$ cat config.mk
export PLATFORM = sky130hd
export DESIGN_NAME = hs_src_fifo
export DESIGN_NICKNAME = d
export VERILOG_FILES = /design/src/rtl/hs_src_fifo.sv
export SDC_FILE = /design/constraint.sdc
export NUM_CORES = 1
export LEC_CHECK = 0
export ABC_AREA = 1
export CAP_MARGIN = 0
export CORE_UTILIZATION = 41
export CTS_CLUSTER_DIAMETER = 30
export DETAILED_ROUTE_END_ITERATION = 7
export SLEW_MARGIN = 20
export SYNTH_ARGS = -nofsm -noshare
export SYNTH_HDL_FRONTEND = slang
export SYNTH_SLANG_ARGS = --single-unit
export TNS_END_PERCENT = 10
$ cat constraint.sdc
create_clock -name clk_source -period 3 [get_ports clk_source]
set_clock_uncertainty 0.15 [all_clocks]
set_input_delay 0.45 -clock clk_source [delete_from_list [all_inputs] [get_ports clk_source]]
set_output_delay 0.45 -clock clk_source [all_outputs]
set_load 0.1 [all_outputs]
$ cat src/rtl/hs_src_fifo.sv
// hs_src_fifo: source-domain FIFO that feeds words one at a time into sync_handshake.
// Launches are paced on sync_busy, so upstream logic only has to respect full.
module hs_src_fifo #(
    parameter int DATA_WIDTH   = 8,
    parameter int DEPTH_LOG2   = 3,
    parameter int BUSY_TIMEOUT = 15
) (
    input  logic                  clk_source,
    input  logic                  rst_source,
    input  logic                  wr_en,
    input  logic [DATA_WIDTH-1:0] wr_data,
    output logic                  full,
    output logic [DEPTH_LOG2:0]   count,
    output logic                  overflow,
    output logic                  err_timeout,
    output logic                  sig_pulse_source,
    output logic [DATA_WIDTH-1:0] sig_data_source,
    input  logic                  sync_busy
);
    localparam int DEPTH = 1 << DEPTH_LOG2;
    localparam logic [DEPTH_LOG2:0] DEPTH_COUNT = (DEPTH_LOG2 + 1)'(DEPTH);
    localparam logic [7:0] TIMEOUT_LIMIT = 8'(BUSY_TIMEOUT);

    typedef enum logic [1:0] {
        IDLE,
        WAIT_BUSY,
        WAIT_DONE
    } state_t;

    state_t state, state_next;

    logic [DATA_WIDTH-1:0] mem [DEPTH];
    logic [DEPTH_LOG2-1:0] wr_ptr, rd_ptr;
    logic [7:0]            wait_cnt, wait_cnt_next;
    logic                  push, pop, empty, timeout_hit;

    // full is judged on the registered count, so a write while full is lost even if a pop happens
    assign full  = (count == DEPTH_COUNT);
    assign empty = (count == '0);
    assign push  = wr_en && !full;

    always_ff @(posedge clk_source) begin
        if (push) begin
            mem[wr_ptr] <= wr_data;
        end
    end

    always_ff @(posedge clk_source) begin
        if (rst_source) begin
            wr_ptr   <= '0;
            rd_ptr   <= '0;
            count    <= '0;
            overflow <= 1'b0;
        end else begin
            if (push) begin
                wr_ptr <= wr_ptr + 1'b1;
            end
            if (pop) begin
                rd_ptr <= rd_ptr + 1'b1;
            end
            if (push && !pop) begin
                count <= count + 1'b1;
            end else if (pop && !push) begin
                count <= count - 1'b1;
            end
            if (wr_en && full) begin
                overflow <= 1'b1;
            end
        end
    end

    always_ff @(posedge clk_source) begin
        if (rst_source) begin
            state <= IDLE;
        end else begin
            state <= state_next;
        end
    end

    // A launch pops the head immediately; a word that times out is simply lost
    always_comb begin
        state_next    = state;
        wait_cnt_next = wait_cnt;
        pop           = 1'b0;
        timeout_hit   = 1'b0;
        unique case (state)
            IDLE: begin
                if (!empty && !sync_busy) begin
                    pop           = 1'b1;
                    wait_cnt_next = '0;
                    state_next    = WAIT_BUSY;
                end
            end
            WAIT_BUSY: begin
                if (sync_busy) begin
                    state_next = WAIT_DONE;
                end else begin
                    wait_cnt_next = wait_cnt + 8'd1;
                    if (wait_cnt_next >= TIMEOUT_LIMIT) begin
                        timeout_hit = 1'b1;
                        state_next  = IDLE;
                    end
                end
            end
            WAIT_DONE: begin
                if (!sync_busy) begin
                    state_next = IDLE;
                end
            end
            default: state_next = IDLE;
        endcase
    end

    always_ff @(posedge clk_source) begin
        if (rst_source) begin
            wait_cnt         <= '0;
            sig_pulse_source <= 1'b0;
            sig_data_source  <= '0;
            err_timeout      <= 1'b0;
        end else begin
            wait_cnt         <= wait_cnt_next;
            sig_pulse_source <= pop;
            if (pop) begin
                sig_data_source <= mem[rd_ptr];
            end
            if (timeout_hit) begin
                err_timeout <= 1'b1;
            end
        end
    end

endmodule

==> metrics.md <==
| Metric | Value |
|---|---|
| Final hold violations | 0 |
| Die X | 101.1 µm |
| Final setup TNS | 0 ps |
| Hold Crit Depth | 2 |
| Clock transition at the registers of the reported paths | 110 ps |
| Fillers | 894 |
| Initial antenna violation count | 0 |
| Total CTS buffers | 9 |
| Die area | 10,230 µm² |
| Post-CTS setup buffer count | 0 |
| Largest net degree at the start of global routing | 35 |
| Syn Nets | 408 |
| Final hold slack | 312.0 ps |
| RSZ-0062 raised after global routing | no |
| Share of cells above drive strength 1 | 13.15% |
| Commonest cells after routing, fill and taps aside | nor2_1, edfxtp_1, nand2_1, dfxtp_1, o21ai_0 |
| Layout area overhead | 14.44% |
| H-tree depth | 3 |
| Worst skew pair latency | 370 ps |
| Most common cell after layout, fill and taps aside | nor2_1 |
| Worst-Margin Slew | 883.7 ps |
| Multi-input logic area | 1285 µm² |
| Post-CTS sizing | 0 |
| Slew HR | 41.01% |
| Mean Syn Cell Area | 10.39 µm² |
| Register area | 2542 µm² |
| Placer Congestion | 0.8374 |
| Post-route insts no fill | 555 |
| Worst EP arrival | 2390 ps |
| CP Launch Type | input port |
| Via total after detailed routing | 2,758 |
| FF-to-FF path depth | 12 |
| Clk sinks | 95 |
| # setup viols final | 0 |
| Sequential area share after synthesis | 63.09% |
| Antenna viol nets, final | 0 |
| Row count | 35 |
| Placed insts | 539 |
| Remaining global-route overflow | 0 |
| Min Tclk post-route | 2281 ps |
| FF+latch count, synth | 95 |
| Distinct cells, synth | 30 |
| First-pass GRT wire length | 13,280 µm |
| IO buf count | 27 |
| I/O Pins | 28 |
| Antenna Diode Count | 0 |
| Worst Setup Path Type | input port to flip-flop |
| Drt wl/cell | 14.63 µm |
| Nets@finish | 441 |
| Routed WL | 8117 µm |
| Maximum clock path buffer count | 2 |
| Die Ht | 101.1 µm |
| Pleak | 1.644 nW |
| CTS Hold Bufs | 0 |
| Vias per cell | 4.969 |
| Crit-path max FO | 5 |
| Vias in the first global route | 2,658 |
| CTS tree | yes |
| CTS Root Buffer Type | clkbuf_8 |
| Synth Instances | 388 |
| Initial cell density of the core | 43.00% |
| Pwr Density | 871.0 nW/µm² |
| Run status | complete, no violations |
| Hold Crit Class | flip-flop to flip-flop |
| Dpl hpwl | 5315 µm |
| # DRC | 0 |
| Fin crit share | 76.03% |
| Worst VDD drop | 0.3908 mV |
| Fmax | 438.4 MHz |
| Violation count after the first detailed-route iteration | 136 |
| Syn. warnings | 0 |
| WP data required | 3100 ps |
| Core area | 9371 µm² |
| Max Cap Violations | 0 |
| Post-Route Utilization | 49.21% |
| Cell Area, Synth | 4030 µm² |
| Gr usage total | 17.51% |
| Slew Viols, Final | 0 |
| Worst Setup End Kind | flip-flop |
| First drt pass iteration count | 4 |
[sequential cells by signal, indices dropped and copies added (netlist names)]
signal and cells:
mem 64, sig_data_source 8, wait_cnt 8, count 4
rd_ptr 3, wr_ptr 3, state 2, err_timeout 1
overflow 1, sig_pulse_source 1
[metrics by stage]
step	cell area (µm²)	power (W)	setup WS, ps
floorplan	4030	0.002826	156.3
detailed placement	4395	0.003139	327.5
CTS	4612	0.004052	724.7
global placement	4395	0.003123	358.6
global route	4612	0.004244	541.8
finish	4612	0.004017	719.0
[per-layer routing]
metal  global-route usage [%]  wire length [µm]  share of wire [%]
met5                        0                 0                  0
met4                    5.686                97                1.2
met3                    4.141               265                3.3
met2                    29.30              3860                 48
met1                    22.50              3893                 48
[final cells by class]
type	instances	area share, %
tap	129	3.500
timing repair buffer	36	6.457
clock inverter	7	2.008
inverter	28	2.360
clock buffer	9	2.686
multi-input combinational	251	27.86
sequential	95	55.13
[worst max-delay path: stages]
cell and delay, ps:
clkdlybuf4s50_1 540, nor3_2 230, o21ai_4 90, ha_1 210, inv_1 110, ha_1 280
a21oi_1 160, nand2_1 70, xor2_1 140, nand2_1 60, a21oi_1 50
[cells by family after synthesis]
family / synth area share [%]
flip-flops: 63.09
XOR/XNOR: 0.8695
AO/OA/AOI/OAI: 12.95
AND/OR/NAND/NOR: 15.40
buffers and inverters: 5.029
adder cells (fa/ha/maj): 2.670
[path summary, 6_finish.rpt]
check | slack (ps) | start | to
worst max-delay path | 720 | sync_busy | count[3]$_SDFFE_PP0P_
worst min-delay path | 310 | err_timeout$_SDFFE_PP0P_ | err_timeout$_SDFFE_PP0P_
worst max register to register | 740 | count[1]$_SDFFE_PP0P_ | count[3]$_SDFFE_PP0P_
worst min register to register | 310 | err_timeout$_SDFFE_PP0P_ | err_timeout$_SDFFE_PP0P_
[Yosys cell counts]
master | n | area (µm²)
clkbuf_1 | 2 | 7.510
nand3_1 | 16 | 80.08
fa_1 | 1 | 20.02
o21ai_0 | 30 | 150.1
ha_1 | 7 | 87.58
buf_2 | 6 | 30.03
clkinv_2 | 1 | 5.000
inv_2 | 1 | 3.750
nand2_1 | 56 | 210.2
buf_4 | 3 | 22.52
xnor2_1 | 1 | 8.760
o211ai_1 | 16 | 120.1
inv_1 | 24 | 90.09
nor2_2 | 2 | 12.51
nand4_1 | 2 | 12.51
nand3b_1 | 2 | 15.01
xor2_1 | 3 | 26.28
a21oi_2 | 5 | 43.79
clkinv_1 | 1 | 3.750
o21ai_4 | 2 | 32.53
edfxtp_1 | 64 | 1922
o21ai_1 | 13 | 65.06
inv_4 | 1 | 6.260
a21oi_1 | 22 | 110.1
buf_6 | 3 | 33.78
nand2_2 | 1 | 6.260
nor2_4 | 1 | 11.26
nor2_1 | 70 | 262.8
dfxtp_1 | 31 | 620.6
nor3_2 | 1 | 10.01
[where the power goes]
group / internal (W) / leakage (nW) / switching [W]
registers: 0.00153 / 0.834 / 0.000165
logic: 0.000392 / 0.698 / 0.00101
clock network: 0.000413 / 0.112 / 0.000502
No activity file was read; power rests on OpenSTA's default activity.
